===== src/rtl/regf_arb_pkg.sv =====
// Shared types and constants for the two-port register-file bus arbiter.
// Command/response structs are sized to the regf bus widths.
package regf_arb_pkg;

  localparam int   REQ_CNT     = 2;
  localparam int   SRC_W       = 1;
  localparam int   REGF_ADDR_W = 13;
  localparam int   REGF_DATA_W = 32;
  localparam logic LAST_RST    = 1'b1;

  typedef struct packed {
    logic [REGF_ADDR_W-1:0] addr;
    logic                   wena;
    logic [REGF_DATA_W-1:0] wdata;
    logic [SRC_W-1:0]       src;
  } regf_cmd_t;

  typedef struct packed {
    logic [REGF_DATA_W-1:0] rdata;
    logic                   err;
    logic [SRC_W-1:0]       src;
  } regf_rsp_t;

endpackage


===== src/rtl/regf_rr_arb2.sv =====
// Combinational 2-way round-robin arbiter with lock qualification.
// A held lock admits only its owner; otherwise a tie goes to the non-last requester.
module regf_rr_arb2
  import regf_arb_pkg::*;
(
  input  logic [REQ_CNT-1:0] req,
  input  logic               last,
  input  logic               lock_vld,
  input  logic               lock_own,
  output logic [REQ_CNT-1:0] gnt
);

  always_comb begin
    gnt = '0;
    if (lock_vld) begin
      gnt[lock_own] = req[lock_own];
    end else if (&req) begin
      gnt[~last] = 1'b1;
    end else begin
      gnt = req;
    end
  end

endmodule


===== src/rtl/regf_bus_arb.sv =====
// Shares one regf bus between two requesters: round-robin with lock,
// registered command and response stages for a fixed 2-cycle latency.
module regf_bus_arb
  import regf_arb_pkg::*;
#(
  parameter int ADDR_W = 13,
  parameter int DATA_W = 32
) (
  input  logic              main_clk_i,
  input  logic              main_rst_i,
  input  logic              req0_ena_i,
  input  logic [ADDR_W-1:0] req0_addr_i,
  input  logic              req0_wena_i,
  input  logic [DATA_W-1:0] req0_wdata_i,
  input  logic              req0_lock_i,
  output logic              req0_gnt_o,
  output logic              req0_rvld_o,
  output logic [DATA_W-1:0] req0_rdata_o,
  output logic              req0_err_o,
  input  logic              req1_ena_i,
  input  logic [ADDR_W-1:0] req1_addr_i,
  input  logic              req1_wena_i,
  input  logic [DATA_W-1:0] req1_wdata_i,
  input  logic              req1_lock_i,
  output logic              req1_gnt_o,
  output logic              req1_rvld_o,
  output logic [DATA_W-1:0] req1_rdata_o,
  output logic              req1_err_o,
  output logic              mem_ena_o,
  output logic [ADDR_W-1:0] mem_addr_o,
  output logic              mem_wena_o,
  output logic [DATA_W-1:0] mem_wdata_o,
  input  logic [DATA_W-1:0] mem_rdata_i,
  input  logic              mem_err_i
);

  if ((ADDR_W != REGF_ADDR_W) || (DATA_W != REGF_DATA_W)) begin : g_bad_width
    $error("regf_bus_arb: ADDR_W/DATA_W must match regf_arb_pkg widths");
  end

  logic [REQ_CNT-1:0] req;
  logic [REQ_CNT-1:0] gnt_arb;
  logic [REQ_CNT-1:0] gnt;
  logic               gnt_idx;
  logic               gnt_lock;
  regf_cmd_t          cmd_next;

  logic               last_r;
  logic               lock_vld_r;
  logic               lock_own_r;
  logic               cmd_vld_r;
  regf_cmd_t          cmd_r;
  logic               rsp_vld_r;
  regf_rsp_t          rsp_r;

  assign req = {req1_ena_i, req0_ena_i};

  regf_rr_arb2 u_arb (
    .req      (req),
    .last     (last_r),
    .lock_vld (lock_vld_r),
    .lock_own (lock_own_r),
    .gnt      (gnt_arb)
  );

  assign gnt        = main_rst_i ? '0 : gnt_arb;
  assign gnt_idx    = gnt[1];
  assign req0_gnt_o = gnt[0];
  assign req1_gnt_o = gnt[1];

  always_comb begin
    cmd_next       = '0;
    cmd_next.addr  = gnt_idx ? req1_addr_i  : req0_addr_i;
    cmd_next.wena  = gnt_idx ? req1_wena_i  : req0_wena_i;
    cmd_next.wdata = gnt_idx ? req1_wdata_i : req0_wdata_i;
    cmd_next.src   = gnt_idx;
    gnt_lock       = gnt_idx ? req1_lock_i  : req0_lock_i;
  end

  // Grant -> command stage; an owner's unlocked grant drops the lock in the same cycle
  always_ff @(posedge main_clk_i) begin
    if (main_rst_i) begin
      last_r     <= LAST_RST;
      lock_vld_r <= 1'b0;
      lock_own_r <= 1'b0;
      cmd_vld_r  <= 1'b0;
      cmd_r      <= '0;
      rsp_vld_r  <= 1'b0;
      rsp_r      <= '0;
    end else begin
      if (|gnt) begin
        last_r     <= gnt_idx;
        lock_vld_r <= gnt_lock;
        lock_own_r <= gnt_idx;
        cmd_r      <= cmd_next;
      end
      cmd_vld_r <= |gnt;
      // Command -> response stage
      if (cmd_vld_r) begin
        rsp_r.rdata <= cmd_r.wena ? '0 : mem_rdata_i;
        rsp_r.err   <= mem_err_i;
        rsp_r.src   <= cmd_r.src;
      end
      rsp_vld_r <= cmd_vld_r;
    end
  end

  assign mem_ena_o   = cmd_vld_r;
  assign mem_addr_o  = cmd_r.addr;
  assign mem_wena_o  = cmd_r.wena;
  assign mem_wdata_o = cmd_r.wdata;

  assign req0_rvld_o  = rsp_vld_r && (rsp_r.src == 1'b0);
  assign req1_rvld_o  = rsp_vld_r && (rsp_r.src == 1'b1);
  assign req0_rdata_o = req0_rvld_o ? rsp_r.rdata : '0;
  assign req1_rdata_o = req1_rvld_o ? rsp_r.rdata : '0;
  assign req0_err_o   = req0_rvld_o && rsp_r.err;
  assign req1_err_o   = req1_rvld_o && rsp_r.err;

endmodule


===== config.mk =====
export PLATFORM = sky130hd
export DESIGN_NAME = regf_bus_arb
export DESIGN_NICKNAME = d
export VERILOG_FILES = /design/src/rtl/regf_arb_pkg.sv /design/src/rtl/regf_rr_arb2.sv /design/src/rtl/regf_bus_arb.sv
export SDC_FILE = /design/constraint.sdc
export NUM_CORES = 1
export LEC_CHECK = 0
export ABC_AREA = 1
export CAP_MARGIN = 10
export CORE_MARGIN = 2
export CORE_UTILIZATION = 40
export CTS_BUF_LIST = sky130_fd_sc_hd__clkbuf_2
export DETAILED_ROUTE_END_ITERATION = 10
export PLACE_DENSITY_LB_ADDON = 0.25
export SLEW_MARGIN = 5
export SYNTH_ARGS = -nofsm -noshare
export SYNTH_HDL_FRONTEND = slang
export SYNTH_SLANG_ARGS = --single-unit

===== constraint.sdc =====
create_clock -name main_clk_i -period 1.63 [get_ports main_clk_i]
set_input_delay 0.326 -clock main_clk_i [delete_from_list [all_inputs] [get_ports main_clk_i]]
set_output_delay 0.326 -clock main_clk_i [all_outputs]
set_load 0.02 [all_outputs]

# == After elaboration in Yosys (flattened, before gate mapping) ==
# Index checks and enable logic that the tools add are counted.
# classes
div,0
n_lt_le_gt_ge,4
add_sub_neg,0
mux,16
bitwise_logic,3
n_mul,0
reduce_logical,8
shift,0
n_eq_ne,0
# ops
operator,count
$mux W32,4
$mux W13,1
$logic_and A1 B1 Y1,6
$mux W1,6
$mux W2,3
$lt A1 B2 Y1 const B,2
$and A2 B2 Y2,1
$demux W1 S1,2
$ge A1 B1 Y1 const B,2
$not A1 Y1,2
$reduce_and A2 Y1,1
$reduce_or A2 Y1,1
# totals
out_inout_bits,117
memories,0
romBits,0
ram_bits,0
latchBits,0
elab_cells,42
ff_bits,85
input_bits,131

# == Longest topological paths before layout ==
# Gate-level depths: netlist (run 1).
# logic_depth
depth_word,9
mapped_depth,10
depth_no_buf,9

# == Modules after synthesis ==
# From an unflattened synthesis (run 1), not the netlist that was laid out.
# unflattened
hier_cells,773
hier_area_um2,4433.0
# by_module_without_submodules
module,cells_per_inst,area_per_inst_um2,seq_area_each_um2,instances
regf_bus_arb,759,4377.9,1701.6,1
regf_rr_arb2,14,55.1,0.0,1

# == Worst setup path after synthesis (run 1) ==
# OpenSTA, ideal clock, no wires.
# synth_timing
kind,reg-to-output
from,register rsp_vld_r
to,output port req0_rdata_o[10]
n_path_buf,1
arrival_ns,1.340
setup_slack_ns,-0.036
path_stages_with_launch,6
cell_sequence,dfxtp_1 inv_1 nor2_1 inv_1 buf_1 nor2_1
# synth_between
elab_chain_cells,2
# synth_rtl
item,line,source
start: declaration,regf_bus_arb.sv:53,logic rsp_vld_r;
start signal: assignment,regf_bus_arb.sv:104,rsp_vld_r <= cmd_vld_r;
$logic_and A1 B1 Y1,regf_bus_arb.sv:113,assign req0_rvld_o = rsp_vld_r && (rsp_r.src == 1'b0);
via req0_rvld_o,regf_bus_arb.sv:17,"output logic req0_rvld_o,"
$mux W32,regf_bus_arb.sv:115,assign req0_rdata_o = req0_rvld_o ? rsp_r.rdata : '0;
end: declaration,regf_bus_arb.sv:18,"output logic [DATA_W-1:0] req0_rdata_o,"
# The timed path passes the listed nets, and every way through them passes these cells.

# == Final worst setup path (run 1) ==
# layout_timing
from,register rsp_r[0] (netlist bit)
to,output port req0_rdata_o[18]
# layout_between
elab_chain_cells,3
# layout_rtl
item,line,source
start: declaration,regf_bus_arb.sv:54,regf_rsp_t rsp_r;
$not A1 Y1,regf_bus_arb.sv:113,
$logic_and A1 B1 Y1,regf_bus_arb.sv:113,
$mux W32,regf_bus_arb.sv:115,
# Every way passes these cells.

==> metrics.txt, run 1 <==
Max Cap Viol=0; Hold Crit Class=in -> reg; register area share after synthesis=0.367; clock-pin transition on the worst setup and hold timing paths=0.23 ns; WP data required=1.30 ns; Synth area leaders=dfxtp_1 37%, nand2_1 15%, nor2_1 9.2%; CTS Hold Bufs=0; initial antenna violation count=0; Inserted Clock Buffers=9; residual DRC count=0; # diodes=0; nets=1117; Overflow after GRT=0; post-synth top area cell=dfxtp_1; switching share of power=0.339; Setup CP Type=reg -> out; final worst setup slack=-0.225 ns; routing usage on met1=0.283; first-pass GRT wire length=23.8 mm; CTS tree=yes; Slew HR=0.664; Die X=112 um; vias per cell=4.83; met3 global-route usage=0.0604; worst-margin pin slew=0.505 ns; power consumption=5570 uW; fmax=0.539 GHz; Power Density=749 mW/mm2; DRT Wirelength=14.5 mm; Clock Path Buffers=2; TritonCTS Sinks=85; clk_lat worst skew=0.52 ns; Leakage=0.00339 uW; Comb pwr share=0.354; clock group share of total power=0.213; detailed-route via count=5473; layout cell share with drive strength beyond 1=0.197; fin crit share=1.14; Hold Slack=0.338 ns; crit end category=output port; Syn Area/Cell=6.16 um2; Cell variety after synth=19; flops & latches, synth=85; Post-Layout Inst Area=0.00743 mm2; clk_skew=0.0172 ns; RSZ-0062 raised after global routing=yes; Global Route met2 Usage=0.387; worst vdd ir=365 uV; CP arrival=1.53 ns; Mapped Cells=754; placed inst area=0.00732 mm2; Max Transition Viols Final=0; Layout area overhead=60.2%; Synth warnings=0; Ports=248; status=finished, violations left; final hold violation count=0; htree depth=3; Layout Utilization=0.654; vias in the first global route=4896; Yosys top cell area share=0.367; P_int=3680 uW; antenna-violating nets left=0; # setup viols final=69; Initial DRC Count=235; die height=112 um; core area=0.0114 mm2; Routed WL per cell=12.8 um; sequential share of power=0.433; Net Count, Synth=885; row count=39; Most Crowded Layer GR=met2; Root Buffer=clkbuf_2; largest net degree at the start of global routing=48; Critical Path Fanout Max=33; total die area=0.0125 mm2; drt first pass iters=4; Sw Pwr=1890 uW; Port-buffer cells=247; post-route minimum period=1.85 ns; HPWL after DPL=10.2 mm; startpoint types=flip-flop; initial core utilization=0.408; failing checks=setup timing; routability cong.=0.803; setup TNS=-11.93 ns; area of the mapped netlist=0.00464 mm2; Tot GR Track Use=0.229
through the flow:
| step | std cells | setup WS [ns] |
|---|---|---|
| floorplan | 754 | -0.0357 |
| global placement | 1109 | -0.321 |
| detailed placement | 1109 | -0.346 |
| CTS | 1130 | -0.276 |
| global route | 1133 | -0.326 |
| finish | 1133 | -0.225 |
synthesized netlist by cell type:
| library cell | n |
|---|---|
| a21oi_1 | 81 |
| clkbuf_1 | 24 |
| a31oi_1 | 1 |
| buf_6 | 3 |
| inv_1 | 90 |
| nand3_4 | 1 |
| nand4_1 | 47 |
| nand3_2 | 1 |
| nand3_1 | 80 |
| clkinv_1 | 1 |
| dfxtp_1 | 85 |
| nand2_1 | 183 |
| o21ai_0 | 3 |
| inv_2 | 1 |
| nor2_4 | 1 |
| buf_2 | 28 |
| buf_1 | 5 |
| buf_4 | 5 |
| nor2_1 | 114 |
what timing repair did:
action	4_1_cts	5_1_grt
pin swaps	2	5
gates resized for setup	444	77
buffers inserted	7	3
setup endpoints to repair	117	105
power by group through the flow:
stage / Sequential [uW] / Combinational [uW] / Clock (uW)
floorplan: 2600 / 929 / 0
global placement: 2440 / 1970 / 0
detailed placement: 2450 / 1990 / 0
CTS: 2410 / 1950 / 1230
global route: 2440 / 2170 / 1320
finish: 2410 / 1970 / 1190
sequential cells by signal (all words and copies together), names as in the netlist:
name,cells
mem_wena_o,1
mem_addr_o,13
last_r,1
lock_vld_r,1
cmd_r,1
mem_wdata_o,32
rsp_r,34
rsp_vld_r,1
mem_ena_o,1
per-layer routing:
layer | part of all wire | vias up
met3 | 0.080 | 18
met1 | 0.42 | 2402
met4 | 0.018 | 0
met2 | 0.48 | 202
met5 | 0 | -
li1 | - | 2851
logic make-up (layout without fill, tap and decap cells):
kind of cell / after synthesis / count (layout) / synth area share
AND/OR/NAND/NOR: 427 / 427 / 0.398
AO/OA/AOI/OAI: 85 / 85 / 0.0919
buffers and inverters: 157 / 393 / 0.143
flip-flops: 85 / 85 / 0.367
layout by cell type (no fill, tap or decap):
master           Yosys  final
nand3_1             80     79
nand2_4              0      2
clkdlybuf4s15_2      0      4
nand3_4              1      3
inv_2                1      8
buf_2               28      1
o21ai_0              3      3
dfxtp_2              0      7
buf_4                5     80
a31oi_1              1      1
dfxtp_1             85     78
buf_12               0      9
clkdlybuf4s50_1      0    130
buf_6                3     19
nor2_1             114     87
a21oi_1             81     81
bufinv_16            0      2
nand4_1             47     47
clkdlybuf4s15_1      0     23
nor2_2               0     25
nand2_2              0      2
inv_1               90     83
clkinv_2             0      3
nor2_4               1      3
clkbuf_2             0     27
dlygate4sd2_1        0      2
nand2_1            183    179
clkinv_1             1      2
final cells by class:
cell class,instances,area (um2)
clock buffers,9,45.0
clock inverters,6,78.8
fillers,1073,3940
inverters,92,345
multi-input cells,512,2390
flip-flops and latches,85,1710
well taps,143,179
repair buffers,286,2680
worst paths after layout:
kind	from	to	slack, ns	depth (start not counted)
worst max-delay path	rsp_r[0]	req0_rdata_o[18]	-0.22	5
worst min-delay path	mem_rdata_i[7]	rsp_r[9]	0.34	3
worst max register to register	last_r	mem_wdata_o[13]	0.13	10
worst min register to register	rsp_r[21]	rsp_r[21]	0.48	2
critical path, stage by stage, from the launching register on:
cell and delay, ns:
dfxtp_2 0.39, nor2_4 0.13, inv_2 0.05, buf_12 0.17, nor2_2 0.11, buf_4 0.15
(Power assumes the default switching activity.)
==> run 2: changes to the inputs <==
- CELL_PAD_IN_SITES_DETAIL_PLACEMENT: default -> 1
- CELL_PAD_IN_SITES_GLOBAL_PLACEMENT: default -> 1
- CORE_UTILIZATION: 40 -> 26
==> run 2 against run 1 <==
Compared with the run above: the flow still finishes with violations (setup timing); utilization down 20 points; sequential share of layout area fell by 0.91 points; largest power group unchanged; via count increased by 4.5%; first-iteration DRC count shrank 13%; global-route usage is 4.3 points lower; combinational power is 10% higher.
==> metrics.txt, run 2 (synthesis results as in run 1) <==
status=finished, violations left; failing checks=setup timing; fmax=0.516 GHz (-4.4%); max reg flops=34 (unchanged); DRT Wirelength=19.0 mm (+31%); routability cong.=0.729 (-9.2%); antenna-violating nets left=0 (unchanged); Clock Path Buffers=2 (unchanged); Leakage=0.00348 uW (+2.8%); Tot GR Track Use=0.186 (-0.0434); dpl cells=1187 (+7.0%); crit end category=output port; vias per cell=4.70 (-2.8%); vias in the first global route=5438 (+11%); total die area=0.0189 mm2 (+52%); CP max-delay cell=dfxtp_4; final non-filler cell total=1217 (+7.4%); clk_lat worst skew=0.58 ns (+0.06 ns); RSZ-0062 raised after global routing=yes; drt first pass iters=6 (+2); most common cell after layout, fill and taps aside=nand2_1; startpoint types=flip-flop; die height=138 um (+23%); Hold Crit Class=in -> reg; initial antenna violation count=0 (unchanged); power consumption=5700 uW (+2.4%); Port-buffer cells=247 (unchanged); Max Cap Viol=0 (unchanged); detailed-route via count=5717 (+4.5%); final hold violation count=0 (unchanged); Initial DRC Count=204 (-13%); CTS Hold Bufs=0 (unchanged); Routed WL per cell=15.6 um (+22%); final worst setup slack=-0.310 ns (-0.0848 ns); Overflow after GRT=0 (unchanged); post-route minimum period=1.94 ns (+0.0848 ns); initial core utilization=0.267 (-0.141); Layout area overhead=70.3%; row count=48 (+23%); Layout Utilization=0.455 (-0.198); Worst path max stage delay=0.40 ns (about the same); WP buf/inv=4 (+1); Ports=248 (unchanged); worst vdd ir=331 uV (-9.3%); clk_skew=0.0307 ns (+0.0135 ns); worst-margin pin slew=0.560 ns (+0.0551 ns); core area=0.0174 mm2 (+53%); Slew HR=0.627 (-0.0367); CP arrival=1.61 ns (+0.08 ns); WP data required=1.30 ns (about the same); htree depth=3 (unchanged); largest net degree at the start of global routing=77 (+60%); register with the most flip-flops=rsp_r; HPWL after DPL=12.3 mm (+21%); most frequent cells in the layout=179 x nand2_1, 130 x clkdlybuf4s50_1, 84 x inv_1; Root Buffer=clkbuf_2; Inserted Clock Buffers=9 (unchanged); Critical Path Fanout Max=8 (-76%); Power Density=721 mW/mm2 (-3.7%); residual DRC count=0 (unchanged); layout cell share with drive strength beyond 1=0.268 (+0.0712); clock-pin transition on the worst setup and hold timing paths=0.25 ns (+0.02 ns); Die X=138 um (+23%); CTS tree=yes; fin crit share=1.19 (+0.0520); nets=1119 (+0.18%); Post-Place Worst Slack=-0.514 ns (-0.168 ns); first-pass GRT wire length=27.6 mm (+16%); Setup CP Type=reg -> out; Max Transition Viols Final=0 (unchanged); worst path cell trace=inv_2 > nor2_4 > inv_4 > clkbuf_16 > nor2_2 > buf_6; # setup viols final=70 (+1.4%); CP delay by family, top=buffers and inverters; TritonCTS Sinks=85 (unchanged); # diodes=0 (unchanged); Fillers=2199 (+100%)
==> run 2: cell count changes in the layout (fill, tap and decap cells not counted), sizes merged <==
cell,before,now
dlymetal6s2s,0,1
clkdlybuf4s15,27,29
dlygate4sd2,2,0
bufinv,2,1
clkbuf,27,17
clkdlybuf4s18,0,1
buf,109,120
==> run 2: worst paths after layout <==
path / start / slack (ns) / cells after the start / to
min reg2reg: rsp_r[28] / 0.48 / 2 / rsp_r[28]
min: mem_rdata_i[24] / 0.27 / 3 / rsp_r[26]
max reg2reg: lock_vld_r / 0.12 / 10 / lock_vld_r
max: rsp_vld_r / -0.31 / 6 / req0_rdata_o[13]
==> run 2: routing by layer <==
layer	track usage	share of wire	up-vias
li1	-	-	2855
met1	0.216	0.41	2646
met2	0.317	0.47	188
met3	0.0670	0.096	28
met4	0.0619	0.021	0
met5	0	0	-
==> run 2: power by group <==
| part | switching (uW) | internal [uW] |
|---|---|---|
| clock network | 760 | 345 |
| registers | 114 | 2310 |
| logic | 1200 | 968 |
==> run 2: worst reg2reg max path, stage by stage, from the launching register on <==
cell,delay [ns]
dfxtp_2,0.42
inv_2,0.06
nand2_2,0.08
nand2_4,0.06
nand3_4,0.07
buf_6,0.27
buf_16,0.23
nand2_1,0.12
nand2_1,0.08
nand2_1,0.05
inv_1,0.05
==> run 2: metrics by stage <==
step	hold WS (ns)	TNS, ns	cell area (um2)
floorplan	0.439	-1.07	4640
global placement	0.452	-26.55	7350
detailed placement	0.455	-27.76	7350
CTS	0.217	-22.87	7450
global route	0.225	-26.06	7910
finish	0.274	-18.89	7910
==> run 2: area by class of cell <==
class,instances,area (um2),area share
clock buffer,10,50.0,0.00633
multi-input combinational,512,2520,0.319
inverter,92,350,0.0443
sequential,85,1750,0.221
tap,225,282,0.0356
timing repair buffer,288,2910,0.368
clock inverter,5,52.6,0.00665
==> run 2: what timing repair did <==
| item | 4_1_cts | 5_1_grt |
|---|---|---|
| resized for setup | 511 | 145 |
| setup endpoints to repair | 151 | 145 |
| pin swaps | 3 | 4 |
| gates cloned | 1 | 7 |
| buffers inserted | 5 | 3 |
